$ cat src/rtl/wb_pkg.sv
// ---------------------------------------------------------------------------------------------
// wb_pkg: definitions shared by the Wishbone command master and its timeout counter.
//   state_t     transfer FSM states (idle, bus cycle in flight, response waiting)
//   WB_AW/WB_DW default address / data widths
//   WB_ERR_DAT  response data returned with a timeout error
// ---------------------------------------------------------------------------------------------
package wb_pkg;

  typedef enum logic [1:0] {
    StIdle = 2'd0,
    StBus  = 2'd1,
    StResp = 2'd2
  } state_t;

  localparam int unsigned WB_AW = 32;
  localparam int unsigned WB_DW = 32;

  localparam logic [WB_DW-1:0] WB_ERR_DAT = '0;

endpackage

$ cat src/rtl/wb_timeout_ctr.sv
// ---------------------------------------------------------------------------------------------
// wb_timeout_ctr: counts cycles spent waiting for a Wishbone ACK.
//   i_clk      clock, rising edge
//   i_rst_n    asynchronous active-low reset
//   i_clr      synchronous clear (takes priority over i_en)
//   i_en       count this cycle
//   o_expire   high while enabled on the last allowed cycle (count == TIMEOUT_CYC-1)
// ---------------------------------------------------------------------------------------------
module wb_timeout_ctr #(
  parameter int unsigned TIMEOUT_CYC = 16
) (
  input  logic i_clk,
  input  logic i_rst_n,
  input  logic i_clr,
  input  logic i_en,
  output logic o_expire
);

  localparam int unsigned CW = $clog2(TIMEOUT_CYC);
  localparam logic [CW-1:0] LAST = CW'(TIMEOUT_CYC - 1);

  logic [CW-1:0] r_cnt;

  always_ff @(posedge i_clk or negedge i_rst_n) begin
    if (!i_rst_n) begin
      r_cnt <= '0;
    end else if (i_clr) begin
      r_cnt <= '0;
    end else if (i_en) begin
      // Wraps only on the expiry cycle, after which the owner has already left the bus state.
      r_cnt <= r_cnt + 1'b1;
    end
  end

  assign o_expire = i_en && (r_cnt == LAST);

endmodule

$ cat src/rtl/wb_cmd_master.sv
// ---------------------------------------------------------------------------------------------
// wb_cmd_master: Wishbone classic single-transfer master.
// Takes one command at a time from a valid/ready port, runs one Wishbone cycle, and returns
// read data (or a timeout error) on a valid/ready response port. All outputs are registered.
//   wb_clk_i / wb_rst_ni           clock / asynchronous active-low reset
//   en_i                           enables command acceptance only
//   cmd_valid_i / cmd_ready_o      command handshake; cmd_we/adr/dat/sel_i command fields
//   wbm_cyc/stb/we/sel/adr/dat_o   Wishbone master outputs
//   wbm_ack_i / wbm_dat_i          Wishbone slave ACK and read data
//   rsp_valid_o / rsp_ready_i      response handshake; rsp_dat_o data, rsp_err_o timeout flag
// ---------------------------------------------------------------------------------------------
module wb_cmd_master
  import wb_pkg::*;
#(
  parameter int unsigned AW          = WB_AW,
  parameter int unsigned DW          = WB_DW,
  parameter int unsigned TIMEOUT_CYC = 16
) (
  input  logic            wb_clk_i,
  input  logic            wb_rst_ni,
  input  logic            en_i,
  input  logic            cmd_valid_i,
  output logic            cmd_ready_o,
  input  logic            cmd_we_i,
  input  logic [AW-1:0]   cmd_adr_i,
  input  logic [DW-1:0]   cmd_dat_i,
  input  logic [DW/8-1:0] cmd_sel_i,
  output logic            wbm_cyc_o,
  output logic            wbm_stb_o,
  output logic            wbm_we_o,
  output logic [DW/8-1:0] wbm_sel_o,
  output logic [AW-1:0]   wbm_adr_o,
  output logic [DW-1:0]   wbm_dat_o,
  input  logic            wbm_ack_i,
  input  logic [DW-1:0]   wbm_dat_i,
  output logic            rsp_valid_o,
  input  logic            rsp_ready_i,
  output logic [DW-1:0]   rsp_dat_o,
  output logic            rsp_err_o
);

  state_t          r_state;
  logic            r_cmd_ready;
  logic            r_cyc;
  logic            r_stb;
  logic            r_we;
  logic [DW/8-1:0] r_sel;
  logic [AW-1:0]   r_adr;
  logic [DW-1:0]   r_wdat;
  logic            r_rsp_valid;
  logic [DW-1:0]   r_rsp_dat;
  logic            r_rsp_err;

  logic w_accept;
  logic w_in_bus;
  logic w_expire;

  assign w_accept = (r_state == StIdle) && cmd_valid_i && r_cmd_ready;
  assign w_in_bus = (r_state == StBus);

  wb_timeout_ctr #(
    .TIMEOUT_CYC(TIMEOUT_CYC)
  ) u_timeout_ctr (
    .i_clk    (wb_clk_i),
    .i_rst_n  (wb_rst_ni),
    .i_clr    (w_accept),
    .i_en     (w_in_bus),
    .o_expire (w_expire)
  );

  always_ff @(posedge wb_clk_i or negedge wb_rst_ni) begin
    if (!wb_rst_ni) begin
      r_state     <= StIdle;
      r_cmd_ready <= 1'b0;
      r_cyc       <= 1'b0;
      r_stb       <= 1'b0;
      r_we        <= 1'b0;
      r_sel       <= '0;
      r_adr       <= '0;
      r_wdat      <= '0;
      r_rsp_valid <= 1'b0;
      r_rsp_dat   <= '0;
      r_rsp_err   <= 1'b0;
    end else begin
      unique case (r_state)
        StIdle: begin
          if (w_accept) begin
            r_state     <= StBus;
            r_cmd_ready <= 1'b0;
            r_cyc       <= 1'b1;
            r_stb       <= 1'b1;
            r_we        <= cmd_we_i;
            r_sel       <= cmd_sel_i;
            r_adr       <= cmd_adr_i;
            r_wdat      <= cmd_we_i ? cmd_dat_i : '0;
          end else begin
            r_cmd_ready <= en_i;
          end
        end
        StBus: begin
          // ACK is checked first so an ACK on the expiry cycle completes normally.
          if (wbm_ack_i) begin
            r_state     <= StResp;
            r_cyc       <= 1'b0;
            r_stb       <= 1'b0;
            r_rsp_valid <= 1'b1;
            r_rsp_dat   <= r_we ? '0 : wbm_dat_i;
            r_rsp_err   <= 1'b0;
          end else if (w_expire) begin
            r_state     <= StResp;
            r_cyc       <= 1'b0;
            r_stb       <= 1'b0;
            r_rsp_valid <= 1'b1;
            r_rsp_dat   <= WB_ERR_DAT[DW-1:0];
            r_rsp_err   <= 1'b1;
          end
        end
        StResp: begin
          if (rsp_ready_i) begin
            r_state     <= StIdle;
            r_rsp_valid <= 1'b0;
            r_rsp_dat   <= '0;
            r_rsp_err   <= 1'b0;
            r_cmd_ready <= en_i;
          end
        end
        default: begin
          r_state     <= StIdle;
          r_cmd_ready <= 1'b0;
          r_cyc       <= 1'b0;
          r_stb       <= 1'b0;
          r_rsp_valid <= 1'b0;
        end
      endcase
    end
  end

  assign cmd_ready_o = r_cmd_ready;
  assign wbm_cyc_o   = r_cyc;
  assign wbm_stb_o   = r_stb;
  assign wbm_we_o    = r_we;
  assign wbm_sel_o   = r_sel;
  assign wbm_adr_o   = r_adr;
  assign wbm_dat_o   = r_wdat;
  assign rsp_valid_o = r_rsp_valid;
  assign rsp_dat_o   = r_rsp_dat;
  assign rsp_err_o   = r_rsp_err;

endmodule

$ cat config.mk
export PLATFORM = sky130hd
export DESIGN_NAME = wb_cmd_master
export DESIGN_NICKNAME = d
export VERILOG_FILES = /design/src/rtl/wb_pkg.sv /design/src/rtl/wb_timeout_ctr.sv /design/src/rtl/wb_cmd_master.sv
export SDC_FILE = /design/constraint.sdc
export NUM_CORES = 1
export LEC_CHECK = 0
export CAP_MARGIN = 20
export CORE_UTILIZATION = 62
export DETAILED_ROUTE_END_ITERATION = 10
export DONT_BUFFER_PORTS = 1
export PLACE_DENSITY = 0.78
export SKIP_CTS_REPAIR_TIMING = 1
export SLEW_MARGIN = 20
export SYNTH_ARGS = -nofsm -noshare
export SYNTH_HDL_FRONTEND = slang
export SYNTH_SLANG_ARGS = --single-unit
$ cat constraint.sdc
create_clock -name wb_clk_i -period 1.9 [get_ports wb_clk_i]
set_input_delay 0.38 -clock wb_clk_i [delete_from_list [all_inputs] [get_ports wb_clk_i]]
set_output_delay 0.38 -clock wb_clk_i [all_outputs]
set_load 0.05 [all_outputs]
==> impl_metrics.json, run 1 <==
{
  "status": "complete, but fails checks",
  "violations": "negative hold slack",
  "cts_buffers": 9,
  "cp.arrival_ps": 1800,
  "synth.avg_cell_area_sq_um": 13.2,
  "routed_wl_mm": 8.94,
  "cts.htree.levels": 3,
  "synthTopCellsByArea": "dfrtp_1 62%, mux2_4 12%, a22o_1 6.2%",
  "cts_tree": "done",
  "fin_crit_sh_pct": 82.3,
  "io_pins": 213,
  "end_kind": "flop",
  "insertedDiodeCount": 0,
  "fp.dieH_um": 87.3,
  "cts_root_buf": "clkbuf_8",
  "antenna_left": 0,
  "path_cells": "nand4bb_4 -> buf_12 -> mux2_4",
  "path_buf_inv": 1,
  "synth_adder_area_share_pct": 0.277,
  "synth_common_cells": "111 x dfrtp_1, 72 x nand2_1, 37 x mux2_4, 32 x a22o_1, 19 x o21ai_1",
  "antenna_found_initial": 0,
  "nets": 443,
  "yosys.area_share.simple_pct": 8.23,
  "min_path_type": "in2async",
  "r2r_start": "r_state[0]$_DFFE_PN0P_",
  "dp_hpwl_mm": 6.38,
  "synth_nets": 449,
  "fp.coreArea_sq_um": 6910,
  "setup_tns_ps": 0,
  "row_count": 30,
  "synth_compound_area_share_pct": 11.5,
  "clkLatencyLatePin_ps": 360,
  "slew_violations": 0,
  "slew_headroom_pct": 63.3,
  "die_width_um": 87.3,
  "wl_per_cell_um": 20.5,
  "maxCapViolCount": 0,
  "setup_viol": 0,
  "skew_ps": 14.0,
  "startpoint_type": "flop",
  "rsz0062_at_grt": "false",
  "cts_buffer_depth": 2,
  "start_util_pct": 65.4,
  "ys_ff_latch": 111,
  "yosys.cell_types.count": 36,
  "worst_ep_required_time_ps": 2140,
  "drt-pass1-iter-count": 4,
  "grt_usage_pct": 22.7,
  "yosysSeqAreaShare_pct": 61.5,
  "async_reset_ff_share_pct": 100,
  "fmax_ghz": 0.640,
  "critPathSlowestCell": "dfrtp_1",
  "grt_pass1_vias": 2576,
  "vias_per_cell": 5.86,
  "finalWeightedCongestion": 0.737,
  "yosysMostFrequentCell": "dfrtp_1",
  "path_delay_family": "flip-flops",
  "drive_above_1_share_pct": 19.7,
  "path_clk_slew_ps": 100,
  "rrSetupSlack_ps": 340,
  "synth_top_family_by_area": "multiplexers",
  "drc": 0,
  "io_buffers": 0,
  "syn_inst": 341,
  "dieArea_sq_um": 7630,
  "area.growth.synth_to_final_pct": 4.71,
  "cp_max_fo": 38,
  "grt_max_degree": 112,
  "vias": 2554,
  "hold_slack_ps": -290,
  "grt_pass1_wl_mm": 13.0,
  "synth_top_area_share_pct": 61.5,
  "cts_sinks": 111,
  "hold_viol": 111,
  "synth_top_area_cell": "dfrtp_1",
  "nFillCells": 521,
  "critical_path.max_stage_delay_ps": 590,
  "min_period_ps": 1560,
  "synth-xor-area-share_pct": 0.194,
  "synth.area.mux_share_pct": 13.3,
  "synth_warnings": 0,
  "drt_iter0_markers": 71,
  "synth-edff-count": 0,
  "synthFlopType": "dfrtp_1",
  "reg2reg_depth": 3,
  "synth_area_sq_um": 4510,
  "r2r-end": "wbm_adr_o[9]$_DFFE_PN0P_",
  "critPathKind": "reg2reg",
  "worstMarginPinSlew_ps": 551,
  "grt_overflow_total": 0
}
-- registers in the layout (all words and copies together) (netlist names) --
signal / count
rsp_valid_o: 1
u_timeout_ctr.r_cnt: 4
wbm_sel_o: 4
wbm_dat_o: 32
wbm_stb_o: 1
rsp_err_o: 1
r_state: 2
rsp_dat_o: 32
wbm_we_o: 1
cmd_ready_o: 1
wbm_adr_o: 32
-- logic make-up (layout without fill, tap and decap cells) --
| group | count (synthesis) | after routing |
|---|---|---|
| and+or+nand+nor | 84 | 84 |
| DFF | 111 | 111 |
| buffers and inverters | 28 | 27 |
| muxes | 40 | 40 |
| adders and majority gates | 1 | 1 |
| AOI/OAI and AO/OA | 76 | 76 |
| xor gates and xnor gates | 1 | 1 |
-- cell usage in the layout, fill, tap and decap left out, types with 2 or more instances in the layout --
cell / count
a21oi_1: 2
nand3_1: 2
inv_6: 3
nand2_1: 72
buf_4: 4
mux2_4: 37
inv_1: 3
clkbuf_8: 9
o21ai_0: 16
dfrtp_1: 111
clkinv_4: 2
a22o_1: 32
o21ai_1: 19
buf_12: 4
-- metrics by stage --
stage               hold slack (ps)  utilization [%]  setup WS (ps)  area (sq um)  instances
floorplan                      84.4                -            373          4510        341
global placement               87.0             65.9            403          4550        420
detailed placement             86.9             65.9            370          4550        420
CTS                            -312             68.4            349          4730        436
global route                   -331             68.4            279          4730        436
finish                         -290             68.4            337          4730        436
-- final cells by class --
type                            instances  area, sq um  area share (%)
Tap cell                               96          120            2.54
Inverter                                3         11.3           0.238
Clock buffer                           10          128            2.70
Clock inverter                          6         51.3            1.09
Timing Repair Buffer                    8          110            2.33
Sequential cell                       111         2780            58.8
Multi-Input combinational cell        202         1530            32.3
-- layer usage --
layer | track usage, % | vias up | wire (um)
met2 | 38.8 | 134 | 4500
met1 | 25.9 | 1250 | 3360
li1 | - | 1161 | -
met3 | 8.44 | 9 | 952
met5 | 0 | - | 0
met4 | 8.94 | 0 | 126
-- worst max path at each step --
stage,to,slack (ps),depth (start not counted),startpoint
2_1_floorplan,wbm_adr_o[10]$_DFFE_PN0P_,370,4,cmd_ready_o$_DFFE_PN0P_
3_3_place_gp,wbm_adr_o[15]$_DFFE_PN0P_,400,3,r_state[0]$_DFFE_PN0P_
3_5_place_dp,wbm_adr_o[12]$_DFFE_PN0P_,370,3,r_state[0]$_DFFE_PN0P_
4_1_cts,rsp_dat_o[22]$_DFFE_PN0P_,350,5,u_timeout_ctr.r_cnt[0]$_DFFE_PN0P_
5_1_grt,rsp_dat_o[8]$_DFFE_PN0P_,280,4,r_state[0]$_DFFE_PN0P_
6_report,wbm_adr_o[9]$_DFFE_PN0P_,340,3,r_state[0]$_DFFE_PN0P_
Power of run 1 is not shown: default switching activity piles up to over one toggle a cycle in this logic, so the estimate is an artifact.
==> run 2: changes to the inputs <==
--- a/config.mk
+++ b/config.mk
@@ -6,10 +6,10 @@
 export NUM_CORES = 1
 export LEC_CHECK = 0
 export CAP_MARGIN = 20
-export CORE_UTILIZATION = 62
+export CORE_UTILIZATION = 56
 export DETAILED_ROUTE_END_ITERATION = 10
 export DONT_BUFFER_PORTS = 1
-export PLACE_DENSITY = 0.78
+export PLACE_DENSITY = 0.74
 export SKIP_CTS_REPAIR_TIMING = 1
 export SLEW_MARGIN = 20
 export SYNTH_ARGS = -nofsm -noshare
==> constraint.sdc (replaced) <==
create_clock -name wb_clk_i -period 1.35 [get_ports wb_clk_i]
set_input_delay 0.27 -clock wb_clk_i [delete_from_list [all_inputs] [get_ports wb_clk_i]]
set_output_delay 0.27 -clock wb_clk_i [all_outputs]
set_load 0.05 [all_outputs]
==> run 2 against run 1 <==
The flow finishes with violations (negative hold slack, negative setup slack). Register-to-register slack worse by 480 ps. Core utilization grew 4.3 points. Critical path depth up 1. Wire length increased by 22%. Flip-flop and latch count stayed put. Clock-buffer cell count unchanged. Final cell count increased by 15%. Maximum frequency grew 5.0%. Global-route usage fell by 0.73 points. Design area rose by 20%.
==> impl_metrics.json, run 2 (synthesized netlist as in run 1, its figures left out) <==
{
  "wl_per_cell_um": 21.7,
  "layout_commonest_cell": "dfrtp_1",
  "drive_above_1_share_pct": 43.6,
  "routed_wl_mm": 10.9,
  "path_clk_slew_ps": 110,
  "dp_hpwl_mm": 6.57,
  "clkLatencyLatePin_ps": 360,
  "r2r_start": "r_state[0]$_DFFE_PN0P_",
  "drc": 0,
  "fp.dieH_um": 91.8,
  "dieArea_sq_um": 8420,
  "slew_headroom_pct": 65.0,
  "drt-pass1-iter-count": 5,
  "startpoint_type": "flop",
  "critical_path.max_stage_delay_ps": 470,
  "p_per_area_nw_per_um2": 3130,
  "maxCapViolCount": 0,
  "fp.coreArea_sq_um": 7770,
  "dp.cells": 455,
  "grt_max_degree": 112,
  "setup_tns_ps": -9840,
  "status": "complete, but fails checks",
  "grt_pass1_wl_mm": 14.1,
  "cp_max_fo": 6,
  "die_width_um": 91.8,
  "finalWeightedCongestion": 0.761,
  "rrSetupSlack_ps": -140,
  "path_delay_family": "flip-flops",
  "grt_overflow_total": 0,
  "cts_buffers": 9,
  "io_buffers": 0,
  "antenna_left": 0,
  "drt_iter0_markers": 74,
  "antenna_found_initial": 0,
  "nFillCells": 527,
  "row_count": 32,
  "peakVddDrop_v": 0.00207,
  "worst_ep_required_time_ps": 1610,
  "cp.depth": 4,
  "skew_ps": 14.4,
  "grt_pass1_vias": 2704,
  "start_util_pct": 58.1,
  "critPathSlowestCell": "dfrtp_2",
  "cts_root_buf": "clkbuf_8",
  "cts_sinks": 111,
  "r2r-end": "wbm_adr_o[29]$_DFFE_PN0P_",
  "cts.htree.levels": 3,
  "crit_path_start": "r_state[0]$_DFFE_PN0P_",
  "layout_setup_ws_ps": -139,
  "nets": 502,
  "critPathKind": "reg2reg",
  "vias": 2851,
  "mostFrequentLayoutCells": "99 x dfrtp_1, 48 x nand2_1, 37 x mux2_4",
  "slew_violations": 0,
  "fmax_ghz": 0.672,
  "fin_crit_sh_pct": 110,
  "grt_usage_pct": 22.0,
  "violations": "negative hold slack, negative setup slack",
  "hold_viol": 111,
  "path_cells": "nand4bb_4 -> buf_8 -> clkbuf_16 -> mux2_4",
  "min_period_ps": 1490,
  "cts_buffer_depth": 2,
  "area.growth.synth_to_final_pct": 25.2,
  "min_path_type": "in2async",
  "critPathCapture": "wbm_adr_o[29]$_DFFE_PN0P_",
  "reg2reg_depth": 4,
  "rsz0062_at_grt": "true",
  "stdcell_count": 501,
  "vias_per_cell": 5.69,
  "insertedDiodeCount": 0,
  "hold_slack_ps": -414,
  "io_pins": 213,
  "setup_viol": 99,
  "worstMarginPinSlew_ps": 526,
  "end_kind": "flop",
  "cts_tree": "done",
  "cp.arrival_ps": 1750,
  "p_leak_nw": 2.73,
  "path_buf_inv": 2
}
==> run 2: changes by cell type in the layout (fill, tap and decap cells not counted), moves of 12 or more <==
cell,previous run,this run
o21ai_0,16,2
buf_4,4,32
nand2_2,0,20
dfrtp_2,0,12
dfrtp_1,111,99
nand2_1,72,48
==> run 2: how the worst min path moves through the flow <==
stage	to	slack (ps)	depth (start not counted)
after CTS	wbm_adr_o[14]$_DFFE_PN0P_	-430	0
after global routing	wbm_adr_o[14]$_DFFE_PN0P_	-450	0
final	wbm_adr_o[14]$_DFFE_PN0P_	-410	0
after detailed placement	wbm_adr_o[14]$_DFFE_PN0P_	-20	0
after global placement	wbm_adr_o[14]$_DFFE_PN0P_	-20	0
after floorplan	cmd_ready_o$_DFFE_PN0P_	-30	0
==> run 2: layout make-up <==
type	count	area [sq um]	area share, %
repair buffers	66	840	14.9
clock inverters	6	51.3	0.908
flip-flops and latches	111	2790	49.4
clock buffers	10	138	2.44
well taps	102	128	2.26
inverters	3	11.3	0.199
multi-input cells	203	1690	29.9
==> run 2: power by group <==
group	switching [mW]	internal [mW]	leakage [nW]
clock	1.14	0.753	0.0992
sequential	5.25	4.69	1.39
combinational	2.63	3.19	1.24
total	9.03	8.64	2.73
==> run 2: routing by layer <==
metal  GRT usage [%]  routed length, um  up-vias
met5               0                  0        -
met4            6.51                144        0
met3            9.29               1010       12
met2            35.7               5540      153
met1            27.0               4170     1400
li1                -                  -     1286
==> run 2: per-stage QoR <==
step | power [mW] | cell area (sq um) | worst slack (ps) | util [%] | hold WS, ps
final | 17.7 | 5650 | -139 | 72.8 | -414
after global routing | 18.3 | 5650 | -201 | 72.8 | -449
after floorplan | 13.2 | 4550 | -31.6 | - | -25.6
after CTS | 16.2 | 4970 | -556 | 64.0 | -431
after global placement | 14.2 | 4790 | -426 | 61.6 | -23.1
after detailed placement | 14.4 | 4790 | -508 | 61.6 | -22.9
(Power assumes the default switching activity.)
